**src/rtl/pc_gen_pkg.sv**
```systemverilog
// Shared next-PC definitions: op class encodings and default fetch/exception vectors.
// Imported by pc_gen and pc_ras.
package pc_gen_pkg;

    typedef enum logic [2:0] {
        NPC_COM = 3'd0,
        NPC_BR  = 3'd1,
        NPC_JAL = 3'd2,
        NPC_JR  = 3'd3
    } npc_op_e;

    localparam logic [31:0] PC_RESET_DEFAULT = 32'h0000_3000;
    localparam logic [31:0] PC_EXC_DEFAULT   = 32'h0000_4180;
    localparam int          RAS_DEPTH_DEFAULT = 4;

endpackage

```
**src/rtl/pc_ras.sv**
```systemverilog
// Circular return-address stack: push overwrites the oldest entry when full, pop on empty is ignored.
// Latency: top/valid are combinational views of the registered stack; updates land on the next edge.
// Backpressure: none; push, pop and clear are accepted every cycle, clear has priority.
module pc_ras
    import pc_gen_pkg::*;
#(
    parameter int WIDTH = 32,
    parameter int DEPTH = RAS_DEPTH_DEFAULT
) (
    input  logic             clk,
    input  logic             reset_n,
    input  logic             clear,
    input  logic             push,
    input  logic [WIDTH-1:0] push_dat,
    input  logic             pop,
    output logic [WIDTH-1:0] top,
    output logic             valid
);

    localparam int PW = $clog2(DEPTH);
    localparam int CW = $clog2(DEPTH + 1);

    logic [WIDTH-1:0] mem_q [DEPTH];
    logic [WIDTH-1:0] mem_d [DEPTH];
    logic [PW-1:0]    ptr_q, ptr_d;
    logic [CW-1:0]    cnt_q, cnt_d;
    logic [PW-1:0]    top_idx;

    // ptr_q is the next write slot; DEPTH is a power of two so the index wraps naturally.
    assign top_idx = ptr_q - PW'(1);
    assign valid   = (cnt_q != '0);
    assign top     = valid ? mem_q[top_idx] : '0;

    always_comb begin
        mem_d = mem_q;
        ptr_d = ptr_q;
        cnt_d = cnt_q;
        if (clear) begin
            ptr_d = '0;
            cnt_d = '0;
        end else if (push) begin
            mem_d[ptr_q] = push_dat;
            ptr_d        = ptr_q + PW'(1);
            if (cnt_q != CW'(DEPTH)) begin
                cnt_d = cnt_q + CW'(1);
            end
        end else if (pop && valid) begin
            ptr_d = top_idx;
            cnt_d = cnt_q - CW'(1);
        end
    end

    always_ff @(posedge clk or negedge reset_n) begin
        if (!reset_n) begin
            for (int i = 0; i < DEPTH; i++) begin
                mem_q[i] <= '0;
            end
            ptr_q <= '0;
            cnt_q <= '0;
        end else begin
            mem_q <= mem_d;
            ptr_q <= ptr_d;
            cnt_q <= cnt_d;
        end
    end

endmodule

```
**src/rtl/pc_gen.sv**
```systemverilog
// Fetch PC generator: exception/eret/stall/decode-redirect priority, optional RAS with JR mispredict counter.
// Latency: F_pc is registered, one cycle after inputs are sampled. Backpressure: stall holds F_pc and the RAS.
// Optional return-address stack enabled by defining PC_GEN_RAS_EN.
module pc_gen
    import pc_gen_pkg::*;
#(
    parameter int               WIDTH     = 32,
    parameter logic [WIDTH-1:0] RESET_PC  = WIDTH'(PC_RESET_DEFAULT),
    parameter logic [WIDTH-1:0] EXC_PC    = WIDTH'(PC_EXC_DEFAULT),
    parameter int               RAS_DEPTH = RAS_DEPTH_DEFAULT
) (
    input  logic             clk,
    input  logic             reset_n,
    input  logic             stall,
    input  logic [2:0]       op,
    input  logic             jump,
    input  logic [WIDTH-1:0] D_pc,
    input  logic [15:0]      imm16,
    input  logic [25:0]      imm26,
    input  logic [WIDTH-1:0] reg_data,
    input  logic             exc_req,
    input  logic             eret_req,
    input  logic [WIDTH-1:0] epc,
    output logic [WIDTH-1:0] F_pc,
    output logic [WIDTH-1:0] ras_top,
    output logic             ras_valid,
    output logic [15:0]      mispred_cnt
);

    logic [WIDTH-1:0] f_pc_q, f_pc_d;
    logic [WIDTH-1:0] seq_pc;
    logic [WIDTH-1:0] br_off;
    logic             op_active;

    assign F_pc      = f_pc_q;
    assign seq_pc    = f_pc_q + WIDTH'(4);
    assign br_off    = {{(WIDTH-18){imm16[15]}}, imm16, 2'b00};
    // Decode-stage ops only act when nothing of higher priority owns this cycle.
    assign op_active = !exc_req && !eret_req && !stall;

    always_comb begin
        f_pc_d = seq_pc;
        if (exc_req) begin
            f_pc_d = EXC_PC;
        end else if (eret_req) begin
            f_pc_d = epc;
        end else if (stall) begin
            f_pc_d = f_pc_q;
        end else begin
            case (op)
                NPC_BR:  f_pc_d = jump ? (D_pc + WIDTH'(4) + br_off) : seq_pc;
                NPC_JAL: f_pc_d = {D_pc[WIDTH-1:28], imm26, 2'b00};
                NPC_JR:  f_pc_d = reg_data;
                default: f_pc_d = seq_pc;
            endcase
        end
    end

    always_ff @(posedge clk or negedge reset_n) begin
        if (!reset_n) begin
            f_pc_q <= RESET_PC;
        end else begin
            f_pc_q <= f_pc_d;
        end
    end

`ifdef PC_GEN_RAS_EN
    logic        ras_push, ras_pop;
    logic [15:0] mispred_q, mispred_d;

    assign ras_push = op_active && (op == NPC_JAL);
    assign ras_pop  = op_active && (op == NPC_JR);

    pc_ras #(
        .WIDTH (WIDTH),
        .DEPTH (RAS_DEPTH)
    ) u_ras (
        .clk      (clk),
        .reset_n  (reset_n),
        .clear    (exc_req),
        .push     (ras_push),
        .push_dat (D_pc + WIDTH'(8)),
        .pop      (ras_pop),
        .top      (ras_top),
        .valid    (ras_valid)
    );

    // The JR target always comes from reg_data; the RAS only scores how well it would have guessed.
    always_comb begin
        mispred_d = mispred_q;
        if (ras_pop && ras_valid && (ras_top != reg_data) && (mispred_q != 16'hFFFF)) begin
            mispred_d = mispred_q + 16'd1;
        end
    end

    always_ff @(posedge clk or negedge reset_n) begin
        if (!reset_n) begin
            mispred_q <= '0;
        end else begin
            mispred_q <= mispred_d;
        end
    end

    assign mispred_cnt = mispred_q;
`else
    assign ras_top     = '0;
    assign ras_valid   = 1'b0;
    assign mispred_cnt = '0;
`endif

endmodule

```
**config.mk**
```make
export PLATFORM = sky130hd
export DESIGN_NAME = pc_gen
export DESIGN_NICKNAME = d
export VERILOG_FILES = /design/src/rtl/pc_gen_pkg.sv /design/src/rtl/pc_ras.sv /design/src/rtl/pc_gen.sv
export SDC_FILE = /design/constraint.sdc
export NUM_CORES = 1
export LEC_CHECK = 0
export ABC_AREA = 1
export BUFFER_PORTS_ARGS = -buffer_cell sky130_fd_sc_hd__buf_2
export CAP_MARGIN = 25
export CORE_MARGIN = 8
export CORE_UTILIZATION = 45
export CTS_CLUSTER_DIAMETER = 40
export DETAILED_ROUTE_END_ITERATION = 6
export GPL_TIMING_DRIVEN = 0
export PLACE_DENSITY = 0.84
export SLEW_MARGIN = 20
export SYNTH_ARGS = -nofsm -noshare
export SYNTH_HDL_FRONTEND = slang
export SYNTH_HIERARCHICAL = 1
export SYNTH_SLANG_ARGS = --single-unit
```
**constraint.sdc**
```tcl
create_clock -name clk -period 3.4 [get_ports clk]
set_input_delay 0.34 -clock clk [delete_from_list [all_inputs] [get_ports clk]]
set_output_delay 0.34 -clock clk [all_outputs]
set_load 0.01 [all_outputs]
```
======== After elaboration in Yosys (flattened, before gate mapping) ========
Index checks and enable logic that the tools add are counted.
word-level totals
  bits in registers ....................... 32
  bits of input ports ..................... 147
  output and inout port bits .............. 81
  logic and storage cells ................. 13
operators by class
  add/sub/neg operators ................... 3
  eq/ne operators ......................... 4
  mux-type cells .......................... 5
operators with widths
  operator                                        count
  2-to-1 mux 32 bit                               4
  one-hot mux 32 bit (3 select lines)             1
  adder 32 x 3 -> 32 bit (second input constant)  2
  adder 32 bit                                    1
  == test 3 x 2 -> 1 bit (second input constant)  2
  == test 3 x 1 -> 1 bit (second input constant)  1
  != test 3 x 1 -> 1 bit (second input constant)  1

======== Depth between registers and ports, before layout ========
Gate-level depths: netlist of run 1.
  depth after elaboration ................. 7
  mapped depth ............................ 20
  depth with buffers taken out ............ 20

======== Least setup slack after synthesis of run 1 ========
Ideal clock, no wire load.
  path type ............................... input to register
  start point ............................. in D_pc[3]
  end point ............................... reg f_pc_q[23] (netlist: F_pc[23])
  arrival time ............................ 2.108 ns
  setup slack ............................. 1.175 ns
  stages on the path ...................... 18
  buffers on the path ..................... 0
  cell sequence ........................... ha_1 -> ha_1 -> inv_1 -> fa_1 -> inv_1 -> nand3_1 -> nand3_1 -> nand2_1 -> nand2_1 -> nand2_1 -> nand2_1 -> nand2_1 -> nand2_1 -> nand2_1 -> nand3_1 -> nand3_1 -> nand2_1 -> nand2_1
on the way
  cells in the longest elaborated chain, start to end .. 7
RTL lines
  element                              RTL line      RTL
  start: declaration                   pc_gen.sv:17  input logic [WIDTH-1:0] D_pc,
  adder 32 x 3 -> 32 bit               pc_gen.sv:51  NPC_BR: f_pc_d = jump ? (D_pc + WIDTH'(4) + br_off) : seq_pc;
  adder 32 bit                         pc_gen.sv:51
  2-to-1 mux 32 bit                    pc_gen.sv:51
  one-hot mux 32 bit (3 select lines)  pc_gen.sv:50  case (op)
  2-to-1 mux 32 bit                    pc_gen.sv:47  end else if (stall) begin
  2-to-1 mux 32 bit                    pc_gen.sv:45  end else if (eret_req) begin
  2-to-1 mux 32 bit                    pc_gen.sv:43  if (exc_req) begin
  end signal: assignment               pc_gen.sv:63  f_pc_q <= f_pc_d;
  end: declaration                     pc_gen.sv:30  logic [WIDTH-1:0] f_pc_q, f_pc_d;
Every way passes these cells. The select of a mux whose other input is x is not followed.
A chain may end at the register's enable or synchronous reset.

======== Worst setup path in the final report of run 1 ========
  start point ............................. in D_pc[5]
  end point ............................... reg f_pc_q[16] (netlist: F_pc[16])
The elaborated chain is that of the path after synthesis.

==> impl_metrics.sql, run 1 <==
INSERT INTO impl_metrics (metric_group, metric, value, unit) VALUES
('yosys', 'postSynthCellCount', '963', ''),
('setup_path', 'worst_ep_required_time', '3.54', 'ns'),
('timing', 'min_period_over_period', '0.756', ''),
('drt', 'route.detailed.vias_per_inst', '5.25', ''),
('drt', 'drtIter0Drc', '630', ''),
('layout', 'layout.cells.most_common', 'nand2_1', ''),
('timing', 'setup-violations-final', '0', ''),
('yosys', 'synth-edff-count', '0', ''),
('setup_path', 'crit_type', 'input port to flop', ''),
('floorplan', 'die_height', '130', 'µm'),
('yosys', 'synthesis.yosys.warnings', '6', ''),
('yosys', 'synth_compound_area_frac', '0.176', ''),
('drt', 'drc_errors', '0', ''),
('timing', 'clock.fmax', '389', 'MHz'),
('run_status', 'status', 'finished clean', ''),
('setup_path', 'critical_path.startpoint', 'D_pc[5]', ''),
('yosys', 'synth_sequential_area_ratio', '0.138', ''),
('clock_network', 'path_clk_slew', '0.05', 'ns'),
('placed_design', 'post-place-ws', '0.631', 'ns'),
('global_routing', 'grt_overflow_total', '0', ''),
('timing', 'tightest_slew', '0.773', 'ns'),
('floorplan', 'core-area', '0.0126', 'mm²'),
('setup_path', 'slack_of_the_worst_reg_to_reg_path', '1.20', 'ns'),
('clock_network', 'cts.repair_timing.setup_buffer_count', '0', ''),
('drt', 'detail_route.first_pass.iterations', '6', ''),
('timing', 'setup-tns-final', '0', 'ns'),
('placed_design', 'dpl.cell_count', '1361', ''),
('timing', 'max-slew-margin-rel', '0.485', ''),
('clock_network', 'clock_root_buffer', 'clkbuf_16', ''),
('yosys', 'ys_dominant_reg_cell', 'dfrtp_1', ''),
('global_routing', 'grt_antenna_before_repair', '0', ''),
('floorplan', 'row_count', '41', ''),
('clock_network', 'h-tree-depth', '2', ''),
('yosys', 'yosys.area_share.simple', '0.385', ''),
('global_routing', 'grt_pass1_vias', '6835', ''),
('drt', 'detail-route-antenna-nets', '0', ''),
('setup_path', 'largest_driver_fanout_on_the_critical_path', '6', ''),
('yosys', 'ys_ff_latch', '32', ''),
('drt', 'routed_wire_length_per_instance', '16.7', 'µm'),
('layout', 'stdcell_count', '1369', ''),
('layout', 'final_layout_size_suffix_gt1_frac', '0.241', ''),
('timing', 'layout_min_cycle_time', '2.57', 'ns'),
('timing', 'post_route_setup_slack', '0.828', 'ns'),
('timing', 'grt_setup_unrepaired', 'false', ''),
('placed_design', 'portBuffers', '178', ''),
('clock_network', 'tritoncts_clock_tree', 'yes', ''),
('timing', 'drv_slew', '0', ''),
('timing', 'final.hold.worst_slack', '0.131', 'ns'),
('clock_network', 'ctsLongestPathBuffers', '2', ''),
('setup_path', 'category_of_the_worst_setup_path_launch_point', 'input port', ''),
('layout', 'layout.cells.most_common_list', 'nand2_1 (265), buf_2 (183), nor2_1 (108), inv_1 (96), nand3_1 (70)', ''),
('yosys', 'synth_top_family_by_area', 'simple AND/OR/NAND/NOR gates', ''),
('floorplan', 'initial_standard_cell_utilization_of_the_core', '0.462', ''),
('layout', 'largest_register_ff_count', '32', ''),
('power_and_ir_drop', 'p_leak', '0.00402', 'µW'),
('placed_design', 'dp_hpwl', '19.0', 'mm'),
('layout', 'antennaDiodeCount', '0', ''),
('yosys', 'async_reset_ff_frac', '1.00', ''),
('worst_hold_path', 'holdCritPathClass', 'input port to asynchronous set/reset pin', ''),
('yosys', 'post_synth_mux_area_share', '0', ''),
('setup_path', 'cp_data_arrival_time', '2.71', 'ns'),
('setup_path', 'setup.worst_path.end_class', 'flop', ''),
('floorplan', 'die_area', '0.0169', 'mm²'),
('yosys', 'syn_area_per_cell', '6.06', 'µm²'),
('drt', 'detailroute.via_count', '7191', ''),
('floorplan', 'boundaryPins', '228', ''),
('layout', 'fin_nets', '1402', ''),
('global_routing', 'grt_start_max_net_pins', '33', ''),
('clock_network', 'worstSkewPairLatency', '0.29', 'ns'),
('power_and_ir_drop', 'pwrdens', '259', 'mW/mm²'),
('job', 'maxCapViolCount', '0', '');
per-stage QoR:
| step | area (µm²) | utilization | total power [µW] |
|---|---|---|---|
| 4_1_cts | 7270 | 0.576 | 1870 |
| 3_5_place_dp | 7120 | 0.564 | 1410 |
| 5_1_grt | 7270 | 0.576 | 2010 |
| 3_3_place_gp | 7120 | 0.564 | 1400 |
| 2_1_floorplan | 6010 | - | 1090 |
| 6_report | 7270 | 0.576 | 1880 |
final timing paths:
kind / endpoint / cells after the start
max: F_pc[16] / 12
min reg2reg: F_pc[12] / 2
max in group asynchronous: F_pc[1] / 1
min: F_pc[21] / 1
max reg2reg: F_pc[28] / 14
min in group clk: F_pc[12] / 3
layer usage:
metal	part of all wire	vias up	routed length, µm	global-route usage
met3	0.084	46	1920	0.0432
met4	0.031	0	703	0.108
li1	-	3587	-	-
met1	0.41	3207	9380	0.319
met5	0	-	0	0
met2	0.47	351	10800	0.447
report_power, final:
group          switching (µW)  leakage, µW  internal (µW)  total [µW]
clock                     170    0.0000712            292         462
combinational             580      0.00355            367         947
sequential               57.0     0.000402            418         475
critical path, stage by stage:
cell and delay, ns:
buf_2 0.10, ha_1 0.29, ha_1 0.39, or2_2 0.31, nand2_1 0.12, o21ai_0 0.21, nand3_1 0.13, nand2_1 0.07
o21ai_0 0.46, nand3_1 0.13, nand2_1 0.08, o21ai_0 0.07
layout make-up:
class                   count  area [µm²]
multi-input cells         800        4310
fillers                  1306        5350
inverters                 110         423
clock buffers               8         146
well taps                 172         215
plain buffers              69         475
repair buffers            178         891
flip-flops and latches     32         803
kinds of logic after synthesis:
family	after synthesis
compound gates	166
simple gates	514
flops	32
buf+inv	179
other cells	1
xor+xnor	12
fa+ha+maj	59
cell usage after synthesis, types with 9 or more instances:
library cell    n  area share
nand2_2         9      0.0097
clkbuf_1       11      0.0071
nand4_1        20       0.021
buf_4          51       0.066
nand2_1       265        0.17
o21ai_1        19       0.016
a21oi_1        63       0.054
nor2_1        108       0.069
inv_2          10      0.0064
o21ai_0        18       0.015
nor3_1         17       0.015
o21bai_1        9       0.012
nand3_1        70       0.060
inv_1          96       0.062
o211ai_1       10       0.013
ha_1           58        0.12
dfrtp_1        30        0.13
a22oi_1        26       0.033
Power figures use the tool's default switching activity.
==> run 2: changes to the inputs <==
clock period = 2.5 ns   (was 3.4 ns; I/O delays follow)
==> impl_metrics.sql, run 2 (same netlist as run 1, synthesis figures left out) <==
INSERT INTO impl_metrics (metric_group, metric, value, unit) VALUES
('run_status', 'status', 'finished clean', ''),
('setup_path', 'worst_ep_required_time', '2.67', 'ns'),
('placed_design', 'dp_hpwl', '19.0', 'mm'),
('layout', 'final_layout_size_suffix_gt1_frac', '0.246', ''),
('layout', 'nFillCells', '1306', ''),
('clock_network', 'cts_buffers', '5', ''),
('setup_path', 'wp_depth', '17', ''),
('layout', 'largest_register_ff_count', '32', ''),
('setup_path', 'critical_path.startpoint', 'D_pc[3]', ''),
('timing', 'tightest_slew', '0.770', 'ns'),
('floorplan', 'die_area', '0.0169', 'mm²'),
('setup_path', 'crit_path_cell_trace', 'buf_2, ha_1, ha_2, inv_1, fa_1, inv_1, nand3_1, nand3_2, nand2_1, nand2_1, nand3_1, nand2_2, a21oi_1, o21ai_0, nand2_1, o21ai_1, nand2_1', ''),
('floorplan', 'initial_standard_cell_utilization_of_the_core', '0.462', ''),
('worst_hold_path', 'holdCritPathClass', 'input port to asynchronous set/reset pin', ''),
('layout', 'layout.cells.most_common_list', 'nand2_1 (263), buf_2 (182), nor2_1 (107), inv_1 (96), nand3_1 (69)', ''),
('setup_path', 'category_of_the_worst_setup_path_launch_point', 'input port', ''),
('drt', 'met1_wirelength', '9.34', 'mm'),
('setup_path', 'critical-path-top-delay-family', 'adder cells', ''),
('timing', 'setup-tns-final', '0', 'ns'),
('drt', 'routed_wire_length_per_instance', '16.6', 'µm'),
('clock_network', 'h-tree-depth', '2', ''),
('layout', 'areaGrowthSynthToFinish', '25.0', '%'),
('setup_path', 'setup.worst_path.end_class', 'flop', ''),
('drt', 'detail_route.first_pass.iterations', '5', ''),
('power_and_ir_drop', 'p_leak', '0.00402', 'µW'),
('setup_path', 'cp_data_arrival_time', '2.49', 'ns'),
('drt', 'route.detailed.vias_per_inst', '5.23', ''),
('drt', 'drtIter0Drc', '625', ''),
('clock_network', 'ctsLongestPathBuffers', '2', ''),
('setup_path', 'slack_of_the_worst_reg_to_reg_path', '0.30', 'ns'),
('power_and_ir_drop', 'pwrdens', '353', 'mW/mm²'),
('global_routing', 'grt_antenna_before_repair', '0', ''),
('timing', 'finClkSkew', '0.00475', 'ns'),
('timing', 'hold_viol_final', '0', ''),
('timing', 'max-slew-margin-rel', '0.486', ''),
('floorplan', 'die_width', '130', 'µm'),
('placed_design', 'portBuffers', '178', ''),
('clock_network', 'worstSkewPairLatency', '0.29', 'ns'),
('drt', 'drc_errors', '0', ''),
('global_routing', 'grt_overflow_total', '0', ''),
('drt', 'detail-route-antenna-nets', '0', ''),
('clock_network', 'path_clk_slew', '0.05', 'ns'),
('timing', 'grt_setup_unrepaired', 'false', ''),
('setup_path', 'cpPeakStageDelay', '0.40', 'ns'),
('layout', 'layout.cells.most_common', 'nand2_1', ''),
('floorplan', 'die_height', '130', 'µm'),
('setup_path', 'worst-r2r-cell-count', '14', ''),
('drt', 'wirelength', '22.8', 'mm'),
('drt', 'topRoutingLayerUsed', 'met4', ''),
('global_routing', 'grt_pass1_vias', '6835', ''),
('timing', 'min_period_over_period', '0.926', ''),
('layout', 'finalCoreUtilization', '0.578', ''),
('timing', 'layout_min_cycle_time', '2.31', 'ns'),
('timing', 'clock.fmax', '432', 'MHz'),
('job', 'maxCapViolCount', '0', ''),
('global_routing', 'groute.usage.overall', '0.261', ''),
('floorplan', 'row_count', '41', ''),
('setup_path', 'timing.rr.end', 'F_pc[28]', ''),
('setup_path', 'crit_type', 'input port to flop', ''),
('floorplan', 'core-area', '0.0126', 'mm²'),
('setup_path', 'cp_num_buf_inv', '3', ''),
('drt', 'detailroute.via_count', '7162', ''),
('power_and_ir_drop', 'ir_drop', '257', 'µV'),
('clock_network', 'tritoncts_clock_tree', 'yes', ''),
('drt', 'met3_length', '1.93', 'mm'),
('timing', 'drv_slew', '0', ''),
('timing', 'setup-violations-final', '0', ''),
('placed_design', 'place.gp.congestion', '0.951', ''),
('layout', 'fin_nets', '1402', ''),
('setup_path', 'r2r-start', 'F_pc[3]', ''),
('layout', 'antennaDiodeCount', '0', ''),
('global_routing', 'grt_first_pass_wirelength', '34.5', 'mm'),
('setup_path', 'largest_driver_fanout_on_the_critical_path', '4', ''),
('clock_network', 'numClockSinks', '32', ''),
('clock_network', 'clock_root_buffer', 'clkbuf_16', ''),
('layout', 'final_design_area_no_fill', '0.00729', 'mm²'),
('setup_path', 'setup.worst_path.end', 'F_pc[19]', ''),
('global_routing', 'grt_start_max_net_pins', '33', ''),
('setup_path', 'worst_path_most_repeated_cell', 'nand2_1', ''),
('placed_design', 'dpl_cell_area', '0.00712', 'mm²'),
('setup_path', 'worst_path_max_delay_cell', 'fa_1', ''),
('drt', 'detailroute.wirelength.met2', '10.7', 'mm'),
('floorplan', 'boundaryPins', '228', '');
[run 2: power by group]
group / leakage [µW] / internal, µW / switching (µW)
clock network: 0.0000712 / 397 / 233
logic: 0.00355 / 503 / 791
registers: 0.000402 / 568 / 77.6
total: 0.00402 / 1470 / 1100
[run 2: worst min-delay path by stage]
| stage | from | to |
|---|---|---|
| 4_1_cts | reset_n | F_pc[15] |
| 2_1_floorplan | reset_n | F_pc[0] |
| 3_5_place_dp | reset_n | F_pc[15] |
| 6_report | reset_n | F_pc[21] |
| 3_3_place_gp | reset_n | F_pc[15] |
| 5_1_grt | reset_n | F_pc[21] |
[run 2: final cells by class]
cell class,instances,area [µm²],share of cell area
Tap cell,172,215,0.0295
Sequential cell,32,803,0.110
Multi-Input combinational cell,800,4330,0.594
Clock buffer,8,146,0.0201
Timing Repair Buffer,178,893,0.123
Buffer,69,475,0.0652
Inverter,110,423,0.0580
[run 2: layer usage]
layer  vias to the layer above  GRT usage
li1                       3586          -
met4                         0      0.108
met2                       343      0.447
met5                         -          0
met1                      3189      0.319
met3                        44     0.0432
[run 2: worst reg2reg max path, stage by stage (launching register included)]
cell and delay (ns):
dfrtp_1 0.44, ha_1 0.28, nand2_1 0.13, nor2_4 0.18, nand2_4 0.09, nor2_4 0.14
nand2_2 0.08, clkinv_2 0.08, nand2_2 0.07, clkinv_2 0.08, nand4_1 0.09, a21oi_1 0.20
nand3_1 0.11, nand2_1 0.07, nand2_1 0.05
[run 2: metrics by stage]
step                setup WS (ns)  power [µW]  cells  hold slack [ns]
detailed placement         -0.179        1910   1361            0.364
finish                      0.185        2570   1369           0.0398
global placement           -0.154        1900   1361            0.354
CTS                        0.0937        2550   1369           0.0643
floorplan                   0.365        1480   1011          -0.0456
global route               0.0210        2750   1369            0.107
[run 2: repair_timing]
| action | in CTS | in global routing |
|---|---|---|
| gates resized for setup | 0 | 10 |
| hold buffers | 0 | 0 |
| buffers inserted | 0 | 0 |
| endpoints found under the setup margin | 0 | 8 |
==> run 3: changes to the inputs <==
CORE_MARGIN = 10   (was 8)
==> impl_metrics.sql, run 3 (same netlist as run 1, synthesis figures left out) <==
INSERT INTO impl_metrics (metric_group, metric, value, unit) VALUES
('layout', 'fin_nets', '1402', ''),
('floorplan', 'initial_standard_cell_utilization_of_the_core', '0.460', ''),
('layout', 'final_layout_size_suffix_gt1_frac', '0.244', ''),
('power_and_ir_drop', 'comb_power_share', '0.487', ''),
('clock_network', 'post_cts_resize_count', '0', ''),
('timing', 'hold_viol_final', '0', ''),
('global_routing', 'grt_overflow_total', '0', ''),
('setup_path', 'worst_ep_required_time', '2.67', 'ns'),
('global_routing', 'grt_start_max_net_pins', '33', ''),
('timing', 'min_period_over_period', '0.957', ''),
('placed_design', 'portBuffers', '178', ''),
('drt', 'detail_route.first_pass.iterations', '5', ''),
('timing', 'drv_slew', '0', ''),
('power_and_ir_drop', 'total_switching_power', '1130', 'µW'),
('clock_network', 'ctsLongestPathBuffers', '2', ''),
('power_and_ir_drop', 'ir_drop', '376', 'µV'),
('layout', 'sequential_cell_area', '803', 'µm²'),
('clock_network', 'cts_buffers', '5', ''),
('layout', 'multi_input_comb_area', '0.00432', 'mm²'),
('setup_path', 'critical_path.startpoint', 'D_pc[3]', ''),
('global_routing', 'groute.usage.overall', '0.257', ''),
('timing', 'grt_setup_unrepaired', 'true', ''),
('job', 'maxCapViolCount', '0', ''),
('setup_path', 'r2r-start', 'F_pc[12]', ''),
('timing', 'final.hold.worst_slack', '0.0539', 'ns'),
('drt', 'wirelength', '24.1', 'mm'),
('drt', 'detailroute.via_count', '7235', ''),
('clock_network', 'tritoncts_clock_tree', 'yes', ''),
('layout', 'largest_register_ff_count', '32', ''),
('setup_path', 'category_of_the_worst_setup_path_launch_point', 'input port', ''),
('run_status', 'status', 'finished clean', ''),
('power_and_ir_drop', 'p_leak', '0.00403', 'µW'),
('setup_path', 'crit_path_cell_trace', 'buf_2, ha_1, ha_1, inv_1, fa_1, inv_1, nand3_1, nand3_1, nand2_1, nand2_2, nand3_1, nand2_2, a21oi_1, o21ai_0, nand2_1, o21ai_1, nand2_1', ''),
('floorplan', 'die_area', '0.0179', 'mm²'),
('placed_design', 'post-place-ws', '-0.211', 'ns'),
('floorplan', 'die_height', '134', 'µm'),
('layout', 'antennaDiodeCount', '0', ''),
('drt', 'detail-route-antenna-nets', '0', ''),
('power_and_ir_drop', 'power_switching_share', '0.424', ''),
('setup_path', 'crit_type', 'input port to flop', ''),
('setup_path', 'cp_data_arrival_time', '2.56', 'ns'),
('power_and_ir_drop', 'power_frac_clock', '0.268', ''),
('layout', 'final_design_area_no_fill', '0.00730', 'mm²'),
('power_and_ir_drop', 'pint', '1540', 'µW'),
('power_and_ir_drop', 'power_frac_seq', '0.244', ''),
('timing', 'tightest_slew', '0.796', 'ns'),
('setup_path', 'setup.worst_path.end_class', 'flop', ''),
('power_and_ir_drop', 'finalPower', '2670', 'µW'),
('timing', 'post_route_setup_slack', '0.107', 'ns'),
('global_routing', 'grt_first_pass_wirelength', '37.6', 'mm'),
('timing', 'setup-tns-final', '0', 'ns'),
('clock_network', 'clock_root_buffer', 'clkbuf_16', ''),
('clock_network', 'cts.repair_timing.setup_buffer_count', '0', ''),
('drt', 'drc_errors', '0', ''),
('floorplan', 'row_count', '41', ''),
('layout', 'areaGrowthSynthToFinish', '25.1', '%'),
('placed_design', 'dpl_cell_area', '0.00712', 'mm²'),
('setup_path', 'cpPeakStageDelay', '0.39', 'ns'),
('timing', 'setup-violations-final', '0', ''),
('drt', 'drtIter0Drc', '620', ''),
('floorplan', 'core-area', '0.0127', 'mm²'),
('drt', 'routed_wire_length_per_instance', '17.6', 'µm'),
('clock_network', 'path_clk_slew', '0.06', 'ns'),
('placed_design', 'dp_hpwl', '20.4', 'mm'),
('setup_path', 'worst_path_max_delay_cell', 'fa_1', ''),
('worst_hold_path', 'holdCritPathClass', 'input port to asynchronous set/reset pin', ''),
('timing', 'clock.fmax', '418', 'MHz'),
('timing', 'layout_min_cycle_time', '2.39', 'ns'),
('setup_path', 'critical-path-top-delay-family', 'adder cells', ''),
('setup_path', 'cp_num_buf_inv', '3', ''),
('clock_network', 'numClockSinks', '32', ''),
('global_routing', 'grt_antenna_before_repair', '0', ''),
('timing', 'max-slew-margin-rel', '0.469', ''),
('setup_path', 'largest_driver_fanout_on_the_critical_path', '4', ''),
('layout', 'layout.cells.most_common_list', 'nand2_1 (263), buf_2 (182), nor2_1 (108), inv_1 (96), nand3_1 (69)', ''),
('drt', 'route.detailed.vias_per_inst', '5.28', ''),
('layout', 'nFillCells', '1344', ''),
('floorplan', 'die_width', '134', 'µm'),
('clock_network', 'h-tree-depth', '2', ''),
('floorplan', 'boundaryPins', '228', ''),
('global_routing', 'grt_pass1_vias', '7133', ''),
('placed_design', 'place.gp.congestion', '0.974', ''),
('clock_network', 'ctsHoldBuffers', '0', ''),
('layout', 'layout.cells.most_common', 'nand2_1', ''),
('power_and_ir_drop', 'pwrdens', '366', 'mW/mm²'),
('clock_network', 'worstSkewPairLatency', '0.29', 'ns'),
('timing', 'finClkSkew', '0.00539', 'ns');
## run 3: through the flow
stage,std cells,util
2_1_floorplan,1011,-
4_1_cts,1369,0.575
6_report,1369,0.576
3_3_place_gp,1361,0.562
3_5_place_dp,1361,0.562
5_1_grt,1369,0.576
## run 3: cell type report
cell class / instances / area share
sequential: 32 / 0.110
clock buffer: 6 / 0.0177
buffer: 69 / 0.0652
timing repair buffer: 178 / 0.122
multi-input combinational: 800 / 0.592
clock inverter: 2 / 0.00480
inverter: 110 / 0.0580
tap: 172 / 0.0295
## run 3: final timing paths
path / slack [ns] / cells past startpoint / endpoint
worst max-delay path: 0.11 / 17 / F_pc[19]
worst min-delay path: 0.05 / 1 / F_pc[3]
worst max register to register: 0.15 / 10 / F_pc[15]
worst min register to register: 0.54 / 2 / F_pc[31]
max in group asynchronous: 1.95 / 1 / F_pc[17]
min in group clk: 0.21 / 3 / F_pc[6]
## run 3: power by group through the flow
stage	Clock (µW)	Combinational (µW)	Sequential (µW)
after floorplan	0	826	654
after global placement	0	1260	658
after detailed placement	0	1270	658
after CTS	712	1280	649
after global routing	746	1460	657
final	716	1300	653
## run 3: per-layer routing
| metal | global-route usage | wire length, µm | up-vias |
|---|---|---|---|
| li1 | - | - | 3584 |
| met1 | 0.313 | 9900 | 3252 |
| met2 | 0.431 | 11200 | 347 |
| met3 | 0.0683 | 2230 | 52 |
| met4 | 0.0804 | 711 | 0 |
| met5 | 0 | 0 | - |
